<file path="src/rtl/alu_ctrl_seq_if.sv">
// Handshake and control bundle between the main decoder, the ALU controller
// and the ALU / iterative mul-div datapath.
interface alu_ctrl_seq_if #(
    parameter int ALUOP_W = 3,
    parameter int CTRL_W  = 4
);
    logic               valid_i;
    logic               ready_o;
    logic [ALUOP_W-1:0] ALUOp_i;
    logic [5:0]         funct_i;
    logic               flush_i;
    logic [CTRL_W-1:0]  ALUCtrl_o;
    logic               ctrl_valid_o;
    logic               illegal_o;
    logic [1:0]         md_op_o;
    logic               md_start_o;
    logic               md_step_o;
    logic               md_done_o;
    logic               stall_o;

    modport master (
        output valid_i, ALUOp_i, funct_i, flush_i,
        input  ready_o, ALUCtrl_o, ctrl_valid_o, illegal_o,
        input  md_op_o, md_start_o, md_step_o, md_done_o, stall_o
    );

    modport slave (
        input  valid_i, ALUOp_i, funct_i, flush_i,
        output ready_o, ALUCtrl_o, ctrl_valid_o, illegal_o,
        output md_op_o, md_start_o, md_step_o, md_done_o, stall_o
    );
endinterface

</file>
<file path="src/rtl/alu_ctrl_seq.sv">
// Registered ALU controller: decodes {ALUOp, funct} into an ALU control code
// behind a valid/ready handshake and sequences multi-cycle mul/div ops.
module alu_ctrl_seq #(
    parameter int ALUOP_W   = 3,
    parameter int CTRL_W    = 4,
    parameter int MD_CYCLES = 32,
    parameter int ENABLE_MD = 1
) (
    input  logic         clk_i,
    input  logic         rst_i,
    alu_ctrl_seq_if.slave bus
);
    localparam int   CNT_W = (MD_CYCLES > 1) ? $clog2(MD_CYCLES) : 1;
    localparam logic MD_EN = (ENABLE_MD != 0);

    localparam logic [1:0] IDLE    = 2'd0;
    localparam logic [1:0] MD_RUN  = 2'd1;
    localparam logic [1:0] MD_DONE = 2'd2;

    localparam logic [3:0] C_AND   = 4'd0;
    localparam logic [3:0] C_OR    = 4'd1;
    localparam logic [3:0] C_ADD   = 4'd2;
    localparam logic [3:0] C_SUB   = 4'd3;
    localparam logic [3:0] C_SLT   = 4'd4;
    localparam logic [3:0] C_SLTU  = 4'd5;
    localparam logic [3:0] C_BNE   = 4'd6;
    localparam logic [3:0] C_SLL   = 4'd7;
    localparam logic [3:0] C_SLLV  = 4'd8;
    localparam logic [3:0] C_LUI   = 4'd9;
    localparam logic [3:0] C_ORI   = 4'd10;
    localparam logic [3:0] C_MULT  = 4'd11;
    localparam logic [3:0] C_NOP   = 4'd15;

    // Packs {illegal, is_md, md_op[1:0], code[3:0]}; MULT..DIVU map in funct order.
    function automatic logic [7:0] decode(input logic [ALUOP_W-1:0] op, input logic [5:0] f);
        logic       ill;
        logic       md;
        logic [1:0] mop;
        logic [3:0] code;
        ill  = 1'b0;
        md   = 1'b0;
        mop  = 2'b00;
        code = C_NOP;
        case (op)
            ALUOP_W'(0): begin
                case (f)
                    6'h00:   code = C_SLL;
                    6'h04:   code = C_SLLV;
                    6'h20:   code = C_ADD;
                    6'h22:   code = C_SUB;
                    6'h24:   code = C_AND;
                    6'h25:   code = C_OR;
                    6'h2a:   code = C_SLT;
                    6'h2b:   code = C_SLTU;
                    6'h18, 6'h19, 6'h1a, 6'h1b: begin
                        if (MD_EN) begin
                            md   = 1'b1;
                            mop  = f[1:0];
                            code = C_MULT + {2'b00, f[1:0]};
                        end else begin
                            ill = 1'b1;
                        end
                    end
                    default: ill = 1'b1;
                endcase
            end
            ALUOP_W'(1): code = C_SUB;
            ALUOP_W'(2): code = C_BNE;
            ALUOP_W'(3): code = C_ADD;
            ALUOP_W'(4): code = C_ORI;
            ALUOP_W'(5): code = C_LUI;
            default:     ill  = 1'b1;
        endcase
        return {ill, md, mop, code};
    endfunction

    logic [1:0]        state_p1;
    logic [CNT_W-1:0]  cnt_p1;
    logic [CTRL_W-1:0] code_p1;
    logic [1:0]        md_op_p1;
    logic              vld_p1;
    logic              ill_p1;
    logic              start_p1;
    logic              done_p1;

    logic       dec_ill;
    logic       dec_md;
    logic [1:0] dec_op;
    logic [3:0] dec_code;
    logic       ready;
    logic       accept;
    logic       run;

    // Combinational decode of the request currently on the bus.
    always_comb begin
        {dec_ill, dec_md, dec_op, dec_code} = decode(bus.ALUOp_i, bus.funct_i);
    end

    assign ready  = ((state_p1 == IDLE) || (state_p1 == MD_DONE)) && !bus.flush_i && rst_i;
    assign accept = bus.valid_i && ready;
    assign run    = MD_EN && (state_p1 == MD_RUN);

    // Controller FSM, iteration counter and registered result/pulse outputs.
    always_ff @(posedge clk_i) begin
        if (!rst_i) begin
            state_p1 <= IDLE;
            cnt_p1   <= '0;
            code_p1  <= CTRL_W'(C_NOP);
            md_op_p1 <= 2'b00;
            vld_p1   <= 1'b0;
            ill_p1   <= 1'b0;
            start_p1 <= 1'b0;
            done_p1  <= 1'b0;
        end else begin
            vld_p1   <= 1'b0;
            ill_p1   <= 1'b0;
            start_p1 <= 1'b0;
            done_p1  <= 1'b0;
            if (bus.flush_i) begin
                // An aborted mul/div op must not leave a stale MD code behind.
                if (state_p1 == MD_RUN) begin
                    code_p1 <= CTRL_W'(C_NOP);
                end
                state_p1 <= IDLE;
            end else begin
                case (state_p1)
                    MD_RUN: begin
                        if (cnt_p1 == '0) begin
                            state_p1 <= MD_DONE;
                            done_p1  <= 1'b1;
                            vld_p1   <= 1'b1;
                        end else begin
                            cnt_p1 <= cnt_p1 - 1'b1;
                        end
                    end
                    default: begin
                        state_p1 <= IDLE;
                        if (accept) begin
                            code_p1 <= CTRL_W'(dec_code);
                            if (dec_md) begin
                                state_p1 <= MD_RUN;
                                cnt_p1   <= CNT_W'(MD_CYCLES - 1);
                                md_op_p1 <= dec_op;
                                start_p1 <= 1'b1;
                            end else begin
                                vld_p1 <= 1'b1;
                                ill_p1 <= dec_ill;
                            end
                        end
                    end
                endcase
            end
        end
    end

    assign bus.ready_o      = ready;
    assign bus.ALUCtrl_o    = code_p1;
    assign bus.ctrl_valid_o = vld_p1;
    assign bus.illegal_o    = ill_p1;
    assign bus.md_op_o      = MD_EN ? md_op_p1 : 2'b00;
    assign bus.md_start_o   = MD_EN && start_p1;
    assign bus.md_step_o    = run;
    assign bus.md_done_o    = MD_EN && done_p1;
    assign bus.stall_o      = run;
endmodule
</file>
<file path="src/flat_wrapper.sv">
// flat-port wrapper written by rule: the top's interface ports become plain ports
module alu_ctrl_seq_flat 
#(
    parameter int ALUOP_W   = 3,
    parameter int CTRL_W    = 4,
    parameter int MD_CYCLES = 32,
    parameter int ENABLE_MD = 1
)
  (clk_i, rst_i, bus_valid_i, bus_ALUOp_i, bus_funct_i, bus_flush_i, bus_ready_o, bus_ALUCtrl_o, bus_ctrl_valid_o, bus_illegal_o, bus_md_op_o, bus_md_start_o, bus_md_step_o, bus_md_done_o, bus_stall_o);
  alu_ctrl_seq_if #(.ALUOP_W(ALUOP_W), .CTRL_W(CTRL_W)) bus_i ();
  input  logic clk_i;
  input  logic rst_i;
  input wire logic [$bits(bus_i.valid_i)-1:0] bus_valid_i;
  input wire logic [$bits(bus_i.ALUOp_i)-1:0] bus_ALUOp_i;
  input wire logic [$bits(bus_i.funct_i)-1:0] bus_funct_i;
  input wire logic [$bits(bus_i.flush_i)-1:0] bus_flush_i;
  output wire logic [$bits(bus_i.ready_o)-1:0] bus_ready_o;
  output wire logic [$bits(bus_i.ALUCtrl_o)-1:0] bus_ALUCtrl_o;
  output wire logic [$bits(bus_i.ctrl_valid_o)-1:0] bus_ctrl_valid_o;
  output wire logic [$bits(bus_i.illegal_o)-1:0] bus_illegal_o;
  output wire logic [$bits(bus_i.md_op_o)-1:0] bus_md_op_o;
  output wire logic [$bits(bus_i.md_start_o)-1:0] bus_md_start_o;
  output wire logic [$bits(bus_i.md_step_o)-1:0] bus_md_step_o;
  output wire logic [$bits(bus_i.md_done_o)-1:0] bus_md_done_o;
  output wire logic [$bits(bus_i.stall_o)-1:0] bus_stall_o;
  assign bus_i.valid_i = bus_valid_i;
  assign bus_i.ALUOp_i = bus_ALUOp_i;
  assign bus_i.funct_i = bus_funct_i;
  assign bus_i.flush_i = bus_flush_i;
  assign bus_ready_o = bus_i.ready_o;
  assign bus_ALUCtrl_o = bus_i.ALUCtrl_o;
  assign bus_ctrl_valid_o = bus_i.ctrl_valid_o;
  assign bus_illegal_o = bus_i.illegal_o;
  assign bus_md_op_o = bus_i.md_op_o;
  assign bus_md_start_o = bus_i.md_start_o;
  assign bus_md_step_o = bus_i.md_step_o;
  assign bus_md_done_o = bus_i.md_done_o;
  assign bus_stall_o = bus_i.stall_o;
  alu_ctrl_seq #(.ALUOP_W(ALUOP_W), .CTRL_W(CTRL_W), .MD_CYCLES(MD_CYCLES), .ENABLE_MD(ENABLE_MD)) u_core (.clk_i(clk_i), .rst_i(rst_i), .bus(bus_i));
endmodule
</file>
<file path="config.mk">
export PLATFORM = sky130hd
export DESIGN_NAME = alu_ctrl_seq_flat
export DESIGN_NICKNAME = d
export VERILOG_FILES = /design/src/rtl/alu_ctrl_seq_if.sv /design/src/rtl/alu_ctrl_seq.sv /design/src/flat_wrapper.sv
export SDC_FILE = /design/constraint.sdc
export NUM_CORES = 1
export LEC_CHECK = 0
export BUFFER_PORTS_ARGS = -buffer_cell sky130_fd_sc_hd__buf_2
export CAP_MARGIN = 30
export CELL_PAD_IN_SITES_DETAIL_PLACEMENT = 0
export CELL_PAD_IN_SITES_GLOBAL_PLACEMENT = 2
export CORE_AREA = 2 2 63 65
export DETAILED_ROUTE_END_ITERATION = 8
export DIE_AREA = 0 0 65 67
export MAX_ROUTING_LAYER = met4
export PLACE_DENSITY = 0.89
export RECOVER_POWER = 100
export SLEW_MARGIN = 10
export SYNTH_ARGS = -nofsm -noshare
export SYNTH_HDL_FRONTEND = slang
export SYNTH_SLANG_ARGS = --single-unit
export TNS_END_PERCENT = 1
</file>
<file path="constraint.sdc">
create_clock -name clk_i -period 3.2 [get_ports clk_i]
set_input_delay 0.96 -clock clk_i [delete_from_list [all_inputs] [get_ports clk_i]]
set_output_delay 0.96 -clock clk_i [all_outputs]
set_load 0.03 [all_outputs]
</file>
== Yosys cells after proc, flatten, opt, wreduce, memory -nomap -nowiden ==
Cells that the tools add are included.
Word-level totals
  input port bits: 13
  output and inout port bits: 13
  register bits after elaboration: 17
  word-level logic and storage cells: 83
Cells by class
  bitwise logic cells: 4
  reduce and logical (&&, ||, !) cells: 22
  add/subtract/negate cells: 2
  muxes and demuxes: 25
  equality and inequality tests: 22
Operator list (count)
  6-bit == test (second input constant): 6
  4-bit case mux with 9 select lines: 1
  6-bit by 5-bit == test with 1-bit output (second input constant): 4
  4-bit case mux with 6 select lines: 1
  5-bit 2-to-1 mux: 4
  4-bit 2-to-1 mux: 4
  12-bit OR reduction: 1
  2-bit 2-to-1 mux: 5
  5-bit OR reduction: 2
  1-bit 2-to-1 mux: 9
  4-bit AND reduction: 2
  4-bit OR reduction: 2
  3-bit by 2-bit == test with 1-bit output (second input constant): 2
  3-bit == test (second input constant): 2
  6-bit by 3-bit == test with 1-bit output (second input constant): 1
  6-bit zero test: 1
  2-bit nonzero test: 3
  5-bit zero test: 1
  5-bit by 1-bit subtractor with 5-bit output (second input constant): 1
  4-bit by 2-bit adder with 4-bit output (first input constant): 1
  2-bit by 1-bit inequality test with 1-bit output (second input constant): 2
  2-bit inequality test (second input constant): 2
  1-bit inverter: 4
  3-bit by 1-bit == test with 1-bit output (second input constant): 1
  other kinds (11): 13

== Logic depth before layout (Yosys ltp) ==
  word-level depth: 8
  depth in mapped cells: 6

== Least setup slack after synthesis ==
OpenSTA, ideal clock, no wires.
  path type: input -> register
  from: in bus_funct_i[0]
  to: reg u_core.code_p1[0], in the netlist u_core.bus.ALUCtrl_o[0]
  slack: 0.546 ns
  path buffers: 0
  arrival: 2.595 ns
  required time: 3.141 ns
  cell stages on the path: 6
  cells stage by stage: inv_1 -> ha_1 -> or4_4 -> a32o_2 -> o41ai_4 -> o32a_1
On the way
  word-level cells in the longest chain between the ends: 7
RTL lines
  start: declaration: line flat_wrapper.sv:15  | input wire logic [$bits(bus_i.funct_i)-1:0] bus_funct_i;
  branches (longest 2 deep; another with 4-bit by 2-bit adder with 4-bit output)
  4-bit case mux with 9 select lines *: line alu_ctrl_seq.sv:46  | case (f)
  4-bit case mux with 6 select lines *: line alu_ctrl_seq.sv:44  | case (op)
  4-bit 2-to-1 mux *: line alu_ctrl_seq.sv:138  | if (accept) begin
  4-bit 2-to-1 mux *: line alu_ctrl_seq.sv:126  | case (state_p1)
  4-bit 2-to-1 mux *: line alu_ctrl_seq.sv:119  | if (bus.flush_i) begin
  end signal: assignment: line alu_ctrl_seq.sv:108  | code_p1 <= CTRL_W'(C_NOP);
  end signal: assignment: line alu_ctrl_seq.sv:122  | code_p1 <= CTRL_W'(C_NOP);
  end signal: assignment: line alu_ctrl_seq.sv:139  | code_p1 <= CTRL_W'(dec_code);
  end: declaration: line alu_ctrl_seq.sv:79  | logic [CTRL_W-1:0] code_p1;
Mark *: on every way between the ends. The select of a mux whose other input is x is not followed.
A chain may end at the register's enable or synchronous reset.

== Final worst setup path ==
Ends and elaborated chain as after synthesis.

==> metrics.md <==
| Metric | Value |
|---|---|
| Root Buffer | clkbuf_8 |
| Clk sink count | 17 |
| Cell Pwr Density | 340 nW/µm² |
| Hpwl dp | around 2000 µm |
| RSZ-0062 raised after global routing | no |
| P_int | 0.324 mW |
| CP Launch Type | input pin |
| WL/cell | 12.8 µm |
| Vias in the first global route | 995 |
| Sequential share of power | roughly half |
| # rows | 22 |
| Die W | 65 µm |
| CTS resizes | 0 |
| Max-slew violation count | 0 |
| CP required | approximately 3.4 ns |
| Avg Inst Size Synth | about 8.6 µm² |
| Cells after synthesis | 128 |
| Finish-stage setup viols | 0 |
| Setup TNS | 0 ns |
| First DRT Iteration DRCs | 38 |
| IO buf count | 25 |
| Clock share of power | ~36% |
| Switching share of power | 26.1% |
| CP Capture Type | flop |
| Clk pin slew, worst setup/hold paths | 0.07 ns |
| DIE HEIGHT | 67 µm |
| Top cell type's share of synthesized area | 30.8% |
| Critical path type | input pin to flop |
| Top post-synthesis cells by count | dfxtp_1, inv_1, nor2_1, nand2_1, ha_1 |
| Status | finished, final reports clean |
| Seq/Total Area, Yosys | a little under a third |
| Final ANT Viol Nets | 0 |
| Main synth FF type | dfxtp_1 |
| Post-synth ARST share | 0% |
| Initial antenna violation count | 0 |
| CTS Hold Buffers Added | 0 |
| Hold Crit Class | flop to flop |
| Clk Latency, worst-skew pair | 0.25 ns |
| Final period util | between 80% and 90% |
| Yosys cell types | 49 |
| Final hold violations | 0 |
| Layout area overhead | 16.4% |
| Layout cells sized above 1 | about 14% |
| First-pass GRT wire length | about 4400 µm |
| DRT Pass-1 Iters | 4 |
| Logic pwr share | 14.9% |
| Maximum root-to-sink buffer count | 2 |
| CP arrival | about 3.0 ns |
| Final clock skew | 0.00802 ns |
| Postcts setup bufs | 0 |
| WL final | 2580 µm |
| Vias/cell | 5.19 |
| H-tree Lvls | 1 |
| Final core occ | 35.7% |
| Yosys reg bits | 17 |
| Fin crit period | 2.83 ns |
| Design Power | between 0.4 and 0.5 mW |
| Starting Density | a little under a third |
| Grt total ovfl | 0 |
| Dominant cell type by area after synthesis | dfxtp_1 |
| IO Pins | 26 |
| Total GRT Usage | 13.1% |
| Residual DRC | 0 |
| TritonCTS clock tree | yes |
| Synth top area cells | dfxtp_1, ha_1, inv_1, nor2_1, nor2b_1 |
| TritonCTS buffer count | 3 |
| Count leader, synth | dfxtp_1 |
| Final #Nets | about 170 |
| Mapped Area | 1100 µm² |
| Number of max-cap violations | 0 |
| Peak VDD IR | 0.206 mV |
| Core area | between 3000 and 4000 µm² |
| Switching pwr | roughly 0.11 mW |
| Syn nets | roughly 150 |
| Vias | 1044 |
| Die area | 4360 µm² |
| FMAX | approximately 0.35 GHz |
| Largest net degree at the start of global routing | 11 |
| Max-slew headroom | 43.6% |
| YS warnings | 0 |
| Worst-Margin Slew | 0.839 ns |
| Gpl congestion | 0.818 |
| Diode count | 0 |
| Largest fanout on the critical path | 6 |
| Number of flops mapped to enable cells by yosys | 0 |
| Static leakage | 0.495 nW |
## path summary, 6_finish.rpt
| kind | slack [ns] | startpoint | cells past startpoint | to |
|---|---|---|---|---|
| setup / recovery | 0.37 | bus_funct_i[0] | 7 | u_core.bus.ALUCtrl_o[0]$_SDFFE_PN1P_ |
| hold reg to reg | 0.48 | u_core.bus.md_op_o[0]$_SDFFE_PN0P_ | 2 | u_core.bus.md_op_o[0]$_SDFFE_PN0P_ |
| hold / removal | 0.48 | u_core.bus.md_op_o[0]$_SDFFE_PN0P_ | 2 | u_core.bus.md_op_o[0]$_SDFFE_PN0P_ |
| setup reg to reg | 1.23 | u_core.state_p1[0]$_SDFFE_PP0P_ | 4 | u_core.cnt_p1[0]$_SDFFE_PN0P_ |
## placed cells by master, fill, tap and decap left out, drive strengths merged, types with 3 or more instances in the layout
cell / instances
clkbuf: 18
dfxtp: 17
inv: 11
buf: 10
nor2: 9
nand2: 8
ha: 7
o21ai: 7
a21oi: 6
nor2b: 5
a211oi: 3
nor3: 3
nor4: 3
or3: 3
nand3: 3
nor4bb: 3
or2: 3
## sequential cells by signal, summed over array words and instances (netlist names)
signal	count
u_core.bus.md_start_o	1
u_core.cnt_p1	5
u_core.bus.illegal_o	1
u_core.state_p1	2
u_core.bus.md_done_o	1
u_core.bus.ctrl_valid_o	1
u_core.bus.md_op_o	2
u_core.bus.ALUCtrl_o	4
## stage by stage
step           hold slack (ns)  setup slack (ns)  instance area (µm²)  instances
3_5_place_dp             0.468             0.292                 1270        197
3_3_place_gp             0.452             0.347                 1270        197
2_1_floorplan            0.492             0.546                 1100        128
6_report                 0.476             0.373                 1290        201
4_1_cts                  0.481             0.541                 1320        201
5_1_grt                  0.504             0.224                 1290        201
## power by group through the flow
stage | Sequential (mW) | Combinational [mW] | Clock [mW]
2_1_floorplan | 0.223 | 0.0389 | 0
3_3_place_gp | 0.219 | 0.0668 | 0
3_5_place_dp | 0.219 | 0.0669 | 0
4_1_cts | 0.214 | 0.0679 | 0.164
5_1_grt | 0.215 | 0.0720 | 0.173
6_report | 0.214 | 0.0651 | 0.158
## cell families (layout without fill, tap and decap cells)
group / after synthesis / in the layout / share of synthesized area [%]
compound gates: 36 / 36 / 25.6
xor+xnor: 1 / 1 / 0.793
mux: 1 / 1 / 0.906
flops: 17 / 17 / 30.8
buf+inv: 15 / 40 / 5.55
simple gates: 51 / 51 / 28.4
fa+ha+maj: 7 / 7 / 7.93
## cell type report
cell class | count | area [µm²]
Fill cell | 407 | 2320
Multi-Input combinational cell | 96 | 692
Sequential cell | 17 | 340
Timing Repair Buffer | 25 | 106
Tap cell | 48 | 60.1
Clock buffer | 3 | 41.3
Inverter | 11 | 41.3
Clock inverter | 1 | 5.00
## metal layers
metal / vias to the layer above / routed length (µm) / global-route usage, %
met5: - / 0 / -
met4: 0 / 29 / 4.26
met3: 2 / 84 / 2.20
met2: 17 / 1130 / 20.7
met1: 497 / 1330 / 16.9
li1: 528 / - / -
## critical path, stage by stage
cell and delay (ns):
clkbuf_1 0.20, inv_1 0.09, ha_1 0.27, or4_1 0.60, a32o_1 0.29, o41ai_4 0.40, o32a_1 0.20
Power figures use the tool's default switching activity.
